==> config.mk <==
export PLATFORM = sky130hd
export DESIGN_NAME = door_lock_fsm_ctrl
export DESIGN_NICKNAME = d
export VERILOG_FILES = /design/src/rtl/door_lock_fsm_ctrl.sv
export SDC_FILE = /design/constraint.sdc
export NUM_CORES = 1
export LEC_CHECK = 0
export ABC_AREA = 1
export BUFFER_PORTS_ARGS = -buffer_cell sky130_fd_sc_hd__buf_4
export CELL_PAD_IN_SITES_DETAIL_PLACEMENT = 2
export CELL_PAD_IN_SITES_GLOBAL_PLACEMENT = 2
export CORE_AREA = 2 2 81 83
export CTS_CLUSTER_DIAMETER = 50
export DETAILED_ROUTE_END_ITERATION = 10
export DIE_AREA = 0 0 83 85
export GPL_TIMING_DRIVEN = 0
export PLACE_DENSITY = 0.88
export SLEW_MARGIN = 20
export SYNTH_ARGS = -nofsm -noshare
export SYNTH_HDL_FRONTEND = slang
export SYNTH_SLANG_ARGS = --single-unit
==> constraint.sdc <==
create_clock -name i_clk -period 2.45 [get_ports i_clk]
set_clock_uncertainty 0.1 [all_clocks]
set_input_delay 0.1225 -clock i_clk [delete_from_list [all_inputs] [get_ports i_clk]]
set_output_delay 0.1225 -clock i_clk [all_outputs]
set_load 0.02 [all_outputs]
==> src/rtl/door_lock_fsm_ctrl.sv <==
// Door lock controller: password verification with a three-strike freeze and
// a two-step (enter, re-enter) password change, driven by rising edges of confirm/switch.
module door_lock_fsm_ctrl (
  input  logic        i_clk,
  input  logic        i_reset,
  input  logic [11:0] i_password,
  input  logic        i_confirm,
  input  logic        i_switch,
  output logic        o_correct,
  output logic        o_incorrect,
  output logic [1:0]  o_trials,
  output logic [2:0]  o_state
);

  typedef enum logic [2:0] {
    ST_INIT        = 3'd0,
    ST_VERIFY      = 3'd1,
    ST_SET         = 3'd2,
    ST_SET_CONFIRM = 3'd3,
    ST_FREEZE      = 3'd4
  } state_e;

  state_e      state_q;
  logic [11:0] key_q;
  logic [11:0] cand_q;
  logic [1:0]  trials_q;
  logic        correct_q;
  logic        incorrect_q;
  logic        confirm_hist_q;
  logic        switch_hist_q;

  logic        confirm_rise_s;
  logic        switch_rise_s;

  // History starts at 0, so an input already high when reset releases counts as a rise.
  assign confirm_rise_s = i_confirm & ~confirm_hist_q;
  assign switch_rise_s  = i_switch  & ~switch_hist_q;

  // Control state, stored passwords, strike counter and one-cycle result pulses
  always_ff @(posedge i_clk or negedge i_reset) begin
    if (!i_reset) begin
      state_q        <= ST_INIT;
      key_q          <= 12'h000;
      cand_q         <= 12'h000;
      trials_q       <= 2'd0;
      correct_q      <= 1'b0;
      incorrect_q    <= 1'b0;
      confirm_hist_q <= 1'b0;
      switch_hist_q  <= 1'b0;
    end else begin
      confirm_hist_q <= i_confirm;
      switch_hist_q  <= i_switch;
      correct_q      <= 1'b0;
      incorrect_q    <= 1'b0;
      case (state_q)
        ST_INIT: begin
          if (confirm_rise_s) begin
            key_q   <= i_password;
            state_q <= ST_VERIFY;
          end
        end
        ST_VERIFY: begin
          if (confirm_rise_s) begin
            if (i_password == key_q) begin
              correct_q <= 1'b1;
              trials_q  <= 2'd0;
            end else begin
              incorrect_q <= 1'b1;
              trials_q    <= trials_q + 2'd1;
              // Third consecutive miss locks the door out until reset.
              if (trials_q == 2'd2) begin
                state_q <= ST_FREEZE;
              end
            end
          end else if (switch_rise_s) begin
            state_q <= ST_SET;
          end
        end
        ST_SET: begin
          if (confirm_rise_s) begin
            cand_q  <= i_password;
            state_q <= ST_SET_CONFIRM;
          end
        end
        ST_SET_CONFIRM: begin
          if (confirm_rise_s) begin
            state_q <= ST_VERIFY;
            if (i_password == cand_q) begin
              key_q     <= cand_q;
              correct_q <= 1'b1;
              trials_q  <= 2'd0;
            end else begin
              incorrect_q <= 1'b1;
            end
          end
        end
        ST_FREEZE: begin
          trials_q <= 2'd3;
        end
        default: begin
          state_q  <= ST_INIT;
          trials_q <= 2'd0;
        end
      endcase
    end
  end

  assign o_correct   = correct_q;
  assign o_incorrect = incorrect_q;
  assign o_trials    = trials_q;
  assign o_state     = state_q;

endmodule

==> parameters.txt <==
Parameter                              Value

Logic synthesis
  Main combinational cell family by area after synthesis ... simple AND/OR/NAND/NOR gates
  Compound-gate portion of the synthesized area ... 0.0711
  Cell types with the largest area share after synthesis ... sky130_fd_sc_hd__dfrtp_1, sky130_fd_sc_hd__nand2_1, sky130_fd_sc_hd__o21ai_0
  Synth area leader ... sky130_fd_sc_hd__dfrtp_1
  Share of async-settable or async-resettable flops after synthesis ... 1.00
  Average instance area after synthesis ... 6.74 um2
  Number of warnings reported in the yosys synthesis log ... 0
  Mapped Cells ... 303
  Proportion of netlist area held by the largest area contributor ... 0.405
  Ranking of synthesized cells by instance count ... sky130_fd_sc_hd__nand2_1, sky130_fd_sc_hd__dfrtp_1, sky130_fd_sc_hd__inv_1
  Part of the Yosys area used for sequential elements ... 0.405
  Xor and xnor fraction of the mapped netlist area ... 0.0558
  Post-synthesis sequential element count ... 33
  Proportion of synthesized area in mux cells ... 0
  Post-Synthesis Net Count ... 320
  Post-Synth Adder-Cell Area ... 0.00613
  Fraction of the mapped netlist area in simple logic gates ... 0.374
  Dominant register cell in the synthesized netlist ... sky130_fd_sc_hd__dfrtp_1
  Cell area after synthesis ... around 0.0020 mm2
  Number of different library cells in the post-synthesis netlist ... 19
  Leading cell type by number of instances after synthesis ... sky130_fd_sc_hd__nand2_1
  EDFF count, synth ... 0

Cells and area
  Final cell utilization of the core ... 0.392
  Signed area change from the synthesized netlist to the final layout ... 19.3%
  Fill cell instance count of the final layout ... 764
  Final antenna diode count ... 0
  Sequential cell area ... 826 um2
  Net count reported at finish ... 352
  Area taken by multi-input logic gates ... 0.00103 mm2
  Share of layout cells above drive strength 1 ... 0.131

CTS
  CTS clk-pin slew, worst paths ... 0.07 ns
  Buffer depth of the longest clock path ... 2
  Post-CTS setup-driven buffer insertion count ... 0
  CTS tree ... done
  Clock latency of the later-clocked register in the worst-skew pair ... 0.29 ns
  Post-CTS resize count ... 0
  CTS H-tree depth ... 2
  Number of buffers created by CTS ... 5
  Clk root buf ... sky130_fd_sc_hd__clkbuf_8
  Clk sinks ... 33

Placement
  Placer Congestion ... a little under 0.8
  Total of buffers placed on input and output ports ... 22
  Post-detailed-placement half-perimeter wirelength ... ~4700 um

Critical path
  End point of the critical path ... cand_q[7]
  Flop-to-flop setup slack ... 0.62 ns
  Critical path data required time ... 2.50 ns
  Sort of element at the start of the critical path ... register
  Setup Crit Path Kind ... reg2reg
  Worst flop-to-flop path startpoint ... o_state[2]
  R2r endpoint ... cand_q[7]
  CP endpoint kind ... register
  Data arrival time of the worst path ... 1.88 ns
  Worst R2R Path Depth ... 5
  Highest fanout seen on the critical path ... 10
  Origin of the worst setup path ... o_state[2]

Global routing
  Initial antenna violation count ... 0
  Sum of overflow across all layers after global routing ... 0
  Largest net degree at the start of global routing ... 34
  Wire length of the first global-routing pass ... 11200 um
  Via count of the first global-routing pass ... 2241
  GRT Overall Usage ... 0.200

Hold path
  Class of the tightest hold or removal check ... in2reg

STA
  Max frequency ... ~550 MHz
  Final period util ... 0.747
  Worst-Margin Slew ... between 0.5 and 0.6 ns
  Setup repair after global routing missed its margin ... false
  Final count of hold timing violations ... 0
  Final setup vio count ... 0
  Slew headroom ... 0.618
  Slew Limit Fails ... 0
  Final hold slack ... 0.0453 ns
  Setup TNS Final ... 0 ns
  Final critical path time including I/O delays and setup ... around 1.8 ns

Detailed routing
  Sum of routed wire length over all layers ... 6480 um
  Drt pass-1 iters ... 4
  Number of DRC violations after detailed routing ... 0
  ANT nets after route ... 0
  Overall via count from detail_route ... 2029
  Per-cell via count in the routed design ... 4.91
  Iteration-0 DRC count of the detailed router ... 82
  Wirelength per Cell ... 15.7 um

Status
  Outcome ... complete, no violations

Floorplan
  Core area ... 0.00620 mm2
  Die extent in x ... between 80 and 90 um
  # IOs ... 23
  Overall die area ... 0.00706 mm2
  Starting Density ... 0.329
  Std-Cell Rows ... 29
  Height of the die ... 85 um

Job
  Max-capacitance violation count ... 0

Power and ir drop
  Leakage component of the power ... between 1 and 1.5 nW
  Power after layout ... 2.77 mW
  Maximum resistive drop on vdd ... about 0.41 mV
  Power per standard cell area ... 1140 mW/mm2
[report_power, final]
group | switching, mW | leakage, nW | total [mW] | internal (mW)
combinational | 0.823 | 0.844 | 1.30 | 0.477
sequential | 0.217 | 0.415 | 0.994 | 0.777
clock | 0.222 | 0.0542 | 0.476 | 0.254
[per-stage QoR]
step / cell area [um2] / cells / worst slack, ns
after floorplan: 2040 / 303 / 0.894
after global placement: 2300 / 402 / 0.665
after detailed placement: 2300 / 402 / 0.624
after CTS: 2430 / 413 / 0.600
after global routing: 2430 / 413 / 0.411
final: 2430 / 413 / 0.620
[what timing repair did]
| item | in CTS | in global routing |
|---|---|---|
| endpoints found under the hold margin | 35 | 0 |
| endpoints found under the setup margin | 0 | 0 |
| hold buffers | 3 | 0 |
[cell type report]
| class | count | area share |
|---|---|---|
| multi-input combinational | 226 | 0.425 |
| sequential | 33 | 0.339 |
| timing repair buffer | 25 | 0.0802 |
| inverter | 37 | 0.0571 |
| clock buffer | 7 | 0.0396 |
| tap | 77 | 0.0396 |
| buffer | 7 | 0.0170 |
| clock inverter | 1 | 0.00206 |
[flip-flops by register name, indices dropped and copies added, names as in the netlist]
name and count:
cand_q 12, key_q 12, o_state 3, o_trials 2
confirm_hist_q 1, o_correct 1, o_incorrect 1, switch_hist_q 1
[per-layer routing]
| metal | GRT usage | part of all wire |
|---|---|---|
| met3 | 0.0292 | 0.020 |
| met1 | 0.246 | 0.45 |
| met2 | 0.370 | 0.52 |
| met4 | 0.0492 | 0.012 |
| met5 | 0 | 0 |
[worst min-delay path by stage]
stage              startpoint          to  cells after the start
3_3_place_gp          i_reset   cand_q[5]                      1
4_1_cts         i_password[4]   cand_q[4]                      3
5_1_grt        i_password[10]  cand_q[10]                      3
3_5_place_dp          i_reset   cand_q[5]                      1
6_report        i_password[3]   cand_q[3]                      3
2_1_floorplan         i_reset   cand_q[0]                      0
[cells in the final DEF, fill, tap and decap left out, drive strengths merged]
cell type / netlist / routed
nand3: 22 / 22
nand4: 1 / 1
dlygate4sd3: 0 / 3
inv: 37 / 37
clkbuf: 5 / 12
nand2: 136 / 136
o21ai: 28 / 28
nor2: 23 / 23
buf: 2 / 24
dfrtp: 33 / 33
or2: 1 / 1
a21oi: 1 / 1
xnor2: 13 / 13
ha: 1 / 1
clkinv: 0 / 1
[cells by family after synthesis]
group,after synthesis
AO/OA/AOI/OAI,29
XOR/XNOR,13
adder cells (fa/ha/maj),1
buffers and inverters,44
flip-flops,33
AND/OR/NAND/NOR,183
[critical path: stages (launching register included)]
cell and delay [ns]:
sky130_fd_sc_hd__dfrtp_1 0.47, sky130_fd_sc_hd__nor2_1 0.26, sky130_fd_sc_hd__nand3_1 0.31, sky130_fd_sc_hd__clkbuf_1 0.34
sky130_fd_sc_hd__nand2_1 0.11, sky130_fd_sc_hd__o21ai_0 0.09
Note: power is estimated with default switching activity, not from simulation.
